### src/rtl/pipe_hazard_ctrl.sv
// Pipeline sequencing controller for the 5-stage IF/ID/EX/MEM/WR core: writer scoreboard, IF/ID hold,
// ID/EX bubble, taken-branch flush and stall counter. Define FORWARD_EN for load-use-only interlock plus EX forwarding selects.
module pipe_hazard_ctrl #(
   parameter int RA_W  = 5,
   parameter int CNT_W = 16
) (
   input  logic             clk,
   input  logic             rst,
   input  logic             id_valid,
   input  logic [RA_W-1:0]  id_rs,
   input  logic [RA_W-1:0]  id_rt,
   input  logic             id_use_rs,
   input  logic             id_use_rt,
   input  logic             id_regwr,
   input  logic [RA_W-1:0]  id_rw,
   input  logic             id_load,
   input  logic             id_branch,
   input  logic             ex_taken,
   output logic             pc_en,
   output logic             ifid_en,
   output logic             ifid_flush,
   output logic             idex_bubble,
   output logic [1:0]       fwd_a,
   output logic [1:0]       fwd_b,
   output logic [1:0]       state,
   output logic [CNT_W-1:0] stall_cnt
);

   typedef enum logic [1:0] {
      ST_RUN   = 2'b00,
      ST_STALL = 2'b01,
      ST_FLUSH = 2'b10
   } state_e;

   typedef struct packed {
      logic            v;
      logic            wr;
      logic [RA_W-1:0] rw;
      logic            ld;
      logic            br;
   } slot_t;

   localparam logic [1:0] FWD_RF = 2'b00;

   slot_t            ex_q, mem_q, wr_q, ex_d;
   state_e           state_q, state_d;
   logic [CNT_W-1:0] stall_cnt_q, stall_cnt_d;
   logic             ex_hit, mem_hit, br_taken, kill, hazard, issue;

   function automatic logic hit(slot_t s, logic use_r, logic [RA_W-1:0] r);
      return use_r & s.v & s.wr & (s.rw == r) & (r != '0);
   endfunction

   assign ex_hit  = hit(ex_q, id_use_rs, id_rs) | hit(ex_q, id_use_rt, id_rt);
   assign mem_hit = hit(mem_q, id_use_rs, id_rs) | hit(mem_q, id_use_rt, id_rt);

   // The register file writes before it reads, so the WR slot never takes part in hazard detection.
`ifdef FORWARD_EN
   assign hazard = id_valid & ex_q.ld & ex_hit;
`else
   assign hazard = id_valid & (ex_hit | mem_hit);
`endif

   assign br_taken = ex_q.br & ex_taken;
   assign kill     = br_taken | (state_q == ST_FLUSH);
   assign issue    = id_valid & ~hazard & ~kill;

   always_comb begin
      // NOTE: every output gets a default first so no path through the ifs can infer a latch.
      pc_en       = 1'b1;
      ifid_en     = 1'b1;
      ifid_flush  = 1'b0;
      idex_bubble = 1'b0;
      state_d     = ST_RUN;
      if (!rst) begin
         if (kill) begin
            ifid_flush  = 1'b1;
            idex_bubble = 1'b1;
            state_d     = br_taken ? ST_FLUSH : ST_RUN;
         end else if (hazard) begin
            pc_en       = 1'b0;
            ifid_en     = 1'b0;
            idex_bubble = 1'b1;
            state_d     = ST_STALL;
         end
      end
   end

   always_comb begin
      ex_d = '0;
      if (issue) begin
         ex_d.v  = 1'b1;
         ex_d.wr = id_regwr;
         ex_d.rw = id_rw;
         ex_d.ld = id_load;
         ex_d.br = id_branch;
      end
   end

   always_comb begin
      stall_cnt_d = stall_cnt_q;
      if (!pc_en && (stall_cnt_q != '1))
         stall_cnt_d = stall_cnt_q + CNT_W'(1);
   end

   always_ff @(posedge clk) begin
      // NOTE: state registers use non-blocking assignments so every stage samples pre-edge values.
      if (rst) begin
         ex_q        <= '0;
         mem_q       <= '0;
         wr_q        <= '0;
         state_q     <= ST_RUN;
         stall_cnt_q <= '0;
      end else begin
         wr_q        <= mem_q;
         mem_q       <= ex_q;
         ex_q        <= ex_d;
         state_q     <= state_d;
         stall_cnt_q <= stall_cnt_d;
      end
   end

`ifdef FORWARD_EN
   localparam logic [1:0] FWD_MEM = 2'b01;
   localparam logic [1:0] FWD_WR  = 2'b10;

   logic [1:0] fwd_a_q, fwd_a_d, fwd_b_q, fwd_b_d;

   // The youngest writer (EX) wins when both EX and MEM hold the same destination.
   function automatic logic [1:0] fwd_sel(logic use_r, logic [RA_W-1:0] r, slot_t ex_s, slot_t mem_s);
      if (hit(ex_s, use_r, r))
         return FWD_MEM;
      if (hit(mem_s, use_r, r))
         return FWD_WR;
      return FWD_RF;
   endfunction

   always_comb begin
      fwd_a_d = FWD_RF;
      fwd_b_d = FWD_RF;
      if (issue) begin
         fwd_a_d = fwd_sel(id_use_rs, id_rs, ex_q, mem_q);
         fwd_b_d = fwd_sel(id_use_rt, id_rt, ex_q, mem_q);
      end
   end

   always_ff @(posedge clk) begin
      if (rst) begin
         fwd_a_q <= FWD_RF;
         fwd_b_q <= FWD_RF;
      end else begin
         fwd_a_q <= fwd_a_d;
         fwd_b_q <= fwd_b_d;
      end
   end

   assign fwd_a = fwd_a_q;
   assign fwd_b = fwd_b_q;
`else
   assign fwd_a = FWD_RF;
   assign fwd_b = FWD_RF;
`endif

   assign state     = state_q;
   assign stall_cnt = stall_cnt_q;

   // WR slot and the MEM-stage ld/br bits are carried only to keep the scoreboard complete.
   logic sb_unused;
   assign sb_unused = ^{wr_q, mem_q.ld, mem_q.br, ex_q.ld};

endmodule
### config.mk
export PLATFORM = sky130hd
export DESIGN_NAME = pipe_hazard_ctrl
export DESIGN_NICKNAME = d
export VERILOG_FILES = /design/src/rtl/pipe_hazard_ctrl.sv
export SDC_FILE = /design/constraint.sdc
export NUM_CORES = 1
export LEC_CHECK = 0
export CORE_MARGIN = 2
export CORE_UTILIZATION = 25
export CTS_CLUSTER_SIZE = 25
export DETAILED_ROUTE_END_ITERATION = 12
export SLEW_MARGIN = 40
export SYNTH_ARGS = -nofsm -noshare
export SYNTH_HDL_FRONTEND = slang
export SYNTH_SLANG_ARGS = --single-unit
### constraint.sdc
create_clock -name clk -period 2.9 [get_ports clk]
set_clock_uncertainty 0.2 [all_clocks]
set_input_delay 0.725 -clock clk [delete_from_list [all_inputs] [get_ports clk]]
set_output_delay 0.725 -clock clk [all_outputs]
set_load 0.01 [all_outputs]
==> run_results.csv, run 1 <==
group,metric,value,unit
critical_path,cp.buffers_inverters,4,
routing,first_iter_violations,29,
routing,postRouteAntennaNets,0,
synthesis,synth_cell_types,38,
clock_tree,clock_latency,0.29,ns
status,status,"complete, but fails checks",
critical_path,crit_fanout,3,
routing,vias,1458,
timing,finalCritPeriodShare,104,%
timing,layout_min_cycle_time,3.02,ns
global_routing,antenna_found_initial,0,
status,violations,"negative setup slack",
final_layout,final_cells,322,
synthesis,synth_top_area_share,40.7,%
global_routing,grt_max_degree,27,
placed_design,io_buffers,44,
global_routing,grt_pass1_wl,5.97,mm
die,rows,29,
critical_path,crit_top_cell,"buf_6",
critical_path,cp_num_cells,8,
clock_tree,cts-hold-fix-buffers,0,
critical_path,cp-end-kind,"output port",
global_routing,grt_usage,10.5,%
critical_path,ff2ff_setup_slack,0.64,ns
synthesis,synth_most_common_cell,"dfxtp_1",
die,coreArea,0.00631,mm²
die,fp.dieH,84.6,µm
routing,first_pass_iters,4,
synthesis,synth.yosys.seq_area_share,40.7,%
clock_tree,cts_inserted_buffers,5,
timing,rsz0062_at_grt,"yes",
final_layout,syn2layout_area_growth,47.5,%
critical_path,criticalPathCategory,"input pin to output port",
clock_tree,clock_path_buffers,2,
critical_path,r2r-start,"stall_cnt[0]$_SDFFE_PP0P_",
clock_tree,clock_sinks,33,
critical_path,cpMaxStageDelayCell,"or4_4",
clock_tree,htreeDepth,2,
routing,drcViolationCount,0,
critical_path,start_kind,"input pin",
synthesis,async_flop_share,0,%
placed_design,gp_congestion,0.820,
die,initial_core_util,25.7,%
synthesis,syn_area_per_cell,9.02,µm²
synthesis,synth_common_cells,"dfxtp_1 (33), xnor2_1 (20), a21oi_1 (13), nand3_1 (13), or3_1 (12)",
timing,setup_viol,3,
power,power_density,399,mW/mm²
final_layout,fin_area,0.00239,mm²
critical_path,crit_start,"id_rt[1]",
power,p_leak,0.873,nW
global_routing,gr-total-overflow,0,
synthesis,synthCells,180,
routing,wirelength,3.63,mm
routing,wl_per_cell,11.3,µm
timing,setup_ws,-0.118,ns
flow_run,drv_cap,0,
critical_path,crit_family,"simple AND/OR/NAND/NOR gates",
critical_path,crit_end,"ifid_en",
synthesis,synth_ff_type,"dfxtp_1",
timing,maxSlewViolCount,0,
clock_tree,clk_pin_slew_worst_paths,0.07,ns
final_layout,final_layout_size_suffix_gt1_share,21.6,%
synthesis,synth.cell_area,0.00162,mm²
final_layout,diodes,0,
placed_design,place_area,0.00227,mm²
timing,hold_viol_final,0,
synthesis,synth-seq-cells,33,
timing,fmax,0.331,GHz
critical_path,cpPeakStageDelay,0.52,ns
synthesis,yosys_warnings,0,
critical_path,path_cells,"buf_6, or4_4, o21ai_2, inv_1, a22o_1, nor2b_4, inv_2, buf_6",
critical_path,cp.arrival,2.09,ns
final_layout,num-nets-final,269,
critical_path,r2r_end,"stall_cnt[9]$_SDFFE_PP0P_",
critical_path,r2r_cells,7,
global_routing,grt_pass1_vias,1368,
placed_design,hpwl,2.73,mm
routing,viasPerCell,4.53,
final_layout,post-route-util,37.9,%
synthesis,synth-edff-count,0,
power,peakVddDrop,0.154,mV
synthesis,yosysTopAreaCell,"dfxtp_1",
clock_tree,cts_tree,"built",
die,die_x,84.6,µm
die,die-area,0.00716,mm²
clock_tree,cts_root_buf,"clkbuf_8",
placed_design,numPlacedInstances,312,
critical_path,required,1.98,ns
hold_path,worstHoldPathType,"register to register",
die,ios,50,
synthesis,synth_area_leaders,"dfxtp_1 (41%), xnor2_1 (11%), or3_1 (4.6%)",
metrics by stage:
| step | setup WS [ns] | total power, mW | TNS [ns] | hold slack, ns |
|---|---|---|---|---|
| after floorplan | -0.0396 | 0.524 | -0.0396 | 0.246 |
| after global placement | -0.875 | 0.580 | -5.43 | 0.277 |
| after detailed placement | -0.910 | 0.580 | -6.12 | 0.286 |
| after CTS | -0.135 | 0.962 | -0.395 | 0.285 |
| after global routing | -0.193 | 1.00 | -0.541 | 0.303 |
| final | -0.118 | 0.955 | -0.344 | 0.281 |
routing by layer:
layer  routed length, µm  up-vias  GRT usage (%)
met5                   0        -              0
met4                 127        0           5.34
met3                 182       14           3.64
met2                1570       44           16.2
met1                1750      648           12.8
li1                    -      752              -
cell usage in the layout (no fill, tap or decap), drive strengths merged, types with 4 or more instances in the layout:
master	synthesis	layout
nor2b	11	11
and2	7	7
buf	8	31
nor2	6	6
and3	4	4
inv	5	5
clkbuf	4	8
or3	12	12
conb	1	4
clkdlybuf4s50	0	30
o21ai	13	13
a21oi	13	13
nand2	4	4
xnor2	20	20
nand4	6	6
dfxtp	33	33
nand3	13	13
state kept, by name, summed over array words and instances, names as in the netlist:
signal	flops
stall_cnt	16
state	2
ex_q	8
mem_q	7
report_power, final:
part / internal (mW) / switching (mW) / leakage [nW]
Combinational: 0.0628 / 0.0399 / 0.551
Sequential: 0.461 / 0.00718 / 0.268
Clock: 0.214 / 0.170 / 0.0542
Total: 0.738 / 0.217 / 0.873
repair_timing:
item                       CTS  global route
setup endpoints to repair    4             3
gates resized for setup     48             7
buffers inserted             2             0
pin swaps                    8             9
final cells by class:
type | count | area, µm²
well taps | 77 | 96.3
flip-flops and latches | 33 | 661
clock buffers | 7 | 96.3
multi-input cells | 133 | 923
inverters | 5 | 18.8
repair buffers | 66 | 594
fillers | 682 | 3920
clock inverters | 1 | 5.00
worst min-delay path by stage:
stage / start / endpoint / slack, ns / depth (start not counted)
5_1_grt: ex_q[8]$_SDFF_PP0_ / mem_q[8]$_SDFF_PP0_ / 0.30 / 1
3_5_place_dp: ex_q[8]$_SDFF_PP0_ / mem_q[8]$_SDFF_PP0_ / 0.29 / 1
6_report: ex_q[8]$_SDFF_PP0_ / mem_q[8]$_SDFF_PP0_ / 0.28 / 1
3_3_place_gp: ex_q[8]$_SDFF_PP0_ / mem_q[8]$_SDFF_PP0_ / 0.28 / 1
4_1_cts: ex_q[8]$_SDFF_PP0_ / mem_q[8]$_SDFF_PP0_ / 0.28 / 1
2_1_floorplan: ex_q[0]$_SDFF_PP0_ / state[1]$_SDFF_PN0_ / 0.25 / 2
cells by family after synthesis:
group / synth area share, %
compound gates: 13.4
xor+xnor: 11.3
fa+ha+maj: 0.770
buf+inv: 6.24
flops: 40.7
mux: 1.31
other cells: 0.231
simple gates: 26.0
Note: power is estimated with default switching activity, not from simulation.
==> inputs of run 2 (changes only) <==
CORE_UTILIZATION = 40   (was 25)
PLACE_DENSITY = 0.7   (was unset)
SETUP_SLACK_MARGIN = 0.2   (was unset)
clock period = 3 ns   (was 2.9 ns; I/O delays follow)
==> run 2 against run 1 <==
Against the previous run: the flow still finishes with violations (negative setup slack); sequential share of layout area down 0.086 points; critical path depth is the same; sequential power decreased by 3%; power decreased by 3.6%; global-route usage grew 5.3 points; sequential cell count unchanged; first-iteration DRC count increased by 86%; utilization increased by 23 points; clock power is 5.2% lower; hold slack worse by 0.0095 ns; count of clock-buffer cells in the layout is the same; largest cell class unchanged; largest power group unchanged; highest routed layer unchanged.
==> run_results.csv, run 2 (synthesis results as in run 1) <==
group,metric,value,unit
flow_run,drv_cap,0,
timing,layout_min_cycle_time,3.09,ns
clock_tree,cts-hold-fix-buffers,0,
final_layout,num-nets-final,272,
final_layout,largest_register_ffs,16,
routing,wirelength,3.50,mm
power,power_switching,0.204,mW
power,combPwrFrac,11.3,%
power,netSwitchingFraction,22.1,%
placed_design,gp_congestion,0.841,
power,p_clk_share,39.6,%
clock_tree,clock_latency,0.28,ns
clock_tree,cts_root_buf,"clkbuf_8",
global_routing,grt_pass1_vias,1262,
placed_design,io_buffers,44,
die,die_x,67.7,µm
critical_path,required,2.05,ns
timing,finalCritPeriodShare,103,%
hold_path,worstHoldPathType,"register to register",
routing,first_iter_violations,54,
clock_tree,cts_inserted_buffers,5,
placed_design,hpwl,2.60,mm
timing,fmax,0.323,GHz
status,status,"complete, but fails checks",
power,total_power,0.921,mW
routing,postRouteAntennaNets,0,
routing,vias,1468,
clock_tree,clk_pin_slew_worst_paths,0.07,ns
global_routing,grt_pass1_wl,5.40,mm
die,rows,23,
die,initial_core_util,41.2,%
clock_tree,clock_path_buffers,2,
timing,setup_ws,-0.0932,ns
global_routing,gr-total-overflow,0,
routing,first_pass_iters,4,
critical_path,cp.arrival,2.14,ns
power,seqPwrFrac,49.2,%
final_layout,final_layout_size_suffix_gt1_share,23.0,%
die,fp.dieH,67.7,µm
routing,drcViolationCount,0,
power,power_density,383,mW/mm²
timing,rsz0062_at_grt,"yes",
final_layout,final_cell_mix,"dfxtp_1 (33), clkdlybuf4s50_1 (30), buf_4 (23)",
die,coreArea,0.00394,mm²
final_layout,diodes,0,
placed_design,numPlacedInstances,287,
global_routing,grt_usage,15.8,%
timing,hold_viol_final,0,
global_routing,antenna_found_initial,0,
die,die-area,0.00459,mm²
clock_tree,clock_sinks,33,
power,p_int,0.717,mW
power,peakVddDrop,0.259,mV
timing,finalSetupTns,-0.273,ns
critical_path,crit_fanout,3,
final_layout,final_common_cell,"dfxtp_1",
clock_tree,htreeDepth,2,
timing,maxSlewViolCount,0,
critical_path,start_kind,"input pin",
status,violations,"negative setup slack",
power,p_leak,0.893,nW
routing,wl_per_cell,11.7,µm
placed_design,place_area,0.00225,mm²
final_layout,final_cells,298,
timing,setup_viol,3,
placed_design,pre_cts_slack,-0.860,ns
critical_path,criticalPathCategory,"input pin to output port",
final_layout,syn2layout_area_growth,47.9,%
routing,viasPerCell,4.93,
global_routing,grt_max_degree,27,
final_layout,fin_area,0.00240,mm²
die,ios,50,
critical_path,cp-end-kind,"output port",
clock_tree,cts_tree,"built",
==> run 2: layout make-up <==
| class | instances | area, µm² |
|---|---|---|
| Clock buffer | 7 | 96.3 |
| Clock inverter | 1 | 5.00 |
| Fill cell | 340 | 1540 |
| Inverter | 5 | 18.8 |
| Multi-Input combinational cell | 133 | 938 |
| Sequential cell | 33 | 661 |
| Tap cell | 50 | 62.6 |
| Timing Repair Buffer | 69 | 621 |
==> run 2: critical path, stage by stage <==
cell,delay (ns)
buf_6,0.09
or4_4,0.53
o21ai_4,0.15
inv_1,0.06
a22o_1,0.26
nor2b_4,0.14
inv_2,0.06
buf_6,0.09
==> run 2: power groups by stage <==
| stage | clock (mW) | sequential [mW] | combinational [mW] |
|---|---|---|---|
| global route | 0.397 | 0.453 | 0.112 |
| detailed placement | 0 | 0.462 | 0.100 |
| global placement | 0 | 0.462 | 0.0997 |
| floorplan | 0 | 0.461 | 0.0460 |
| finish | 0.364 | 0.453 | 0.104 |
| CTS | 0.376 | 0.452 | 0.0981 |
==> run 2: what timing repair did <==
action,CTS,global route
pin swaps,8,7
buffers inserted,2,1
resized for setup,46,9
setup endpoints to repair,9,15
==> run 2: per-stage QoR <==
step                      hold WS, ns  utilization, %
final                           0.272            60.9
after detailed placement        0.272            57.0
after global routing            0.293            60.9
after global placement          0.271            57.0
after floorplan                 0.246               -
after CTS                       0.275            59.8
==> run 2: worst paths after layout <==
| check | cells past startpoint | to | slack, ns | from |
|---|---|---|---|---|
| worst max-delay path | 8 | ifid_en | -0.09 | id_rt[3] |
| worst min-delay path | 1 | mem_q[8]$_SDFF_PP0_ | 0.27 | ex_q[8]$_SDFF_PP0_ |
| worst max register to register | 8 | stall_cnt[12]$_SDFFE_PP0P_ | 0.68 | ex_q[2]$_SDFF_PP0_ |
| worst min register to register | 1 | mem_q[8]$_SDFF_PP0_ | 0.27 | ex_q[8]$_SDFF_PP0_ |
==> run 2: layer usage <==
metal  up-vias  global-route usage (%)  wire [µm]
li1        755                       -          -
met1       681                    19.2       1540
met2        28                    26.5       1790
met3         4                    3.50        127
met4         0                    6.89         49
met5         -                       0          0
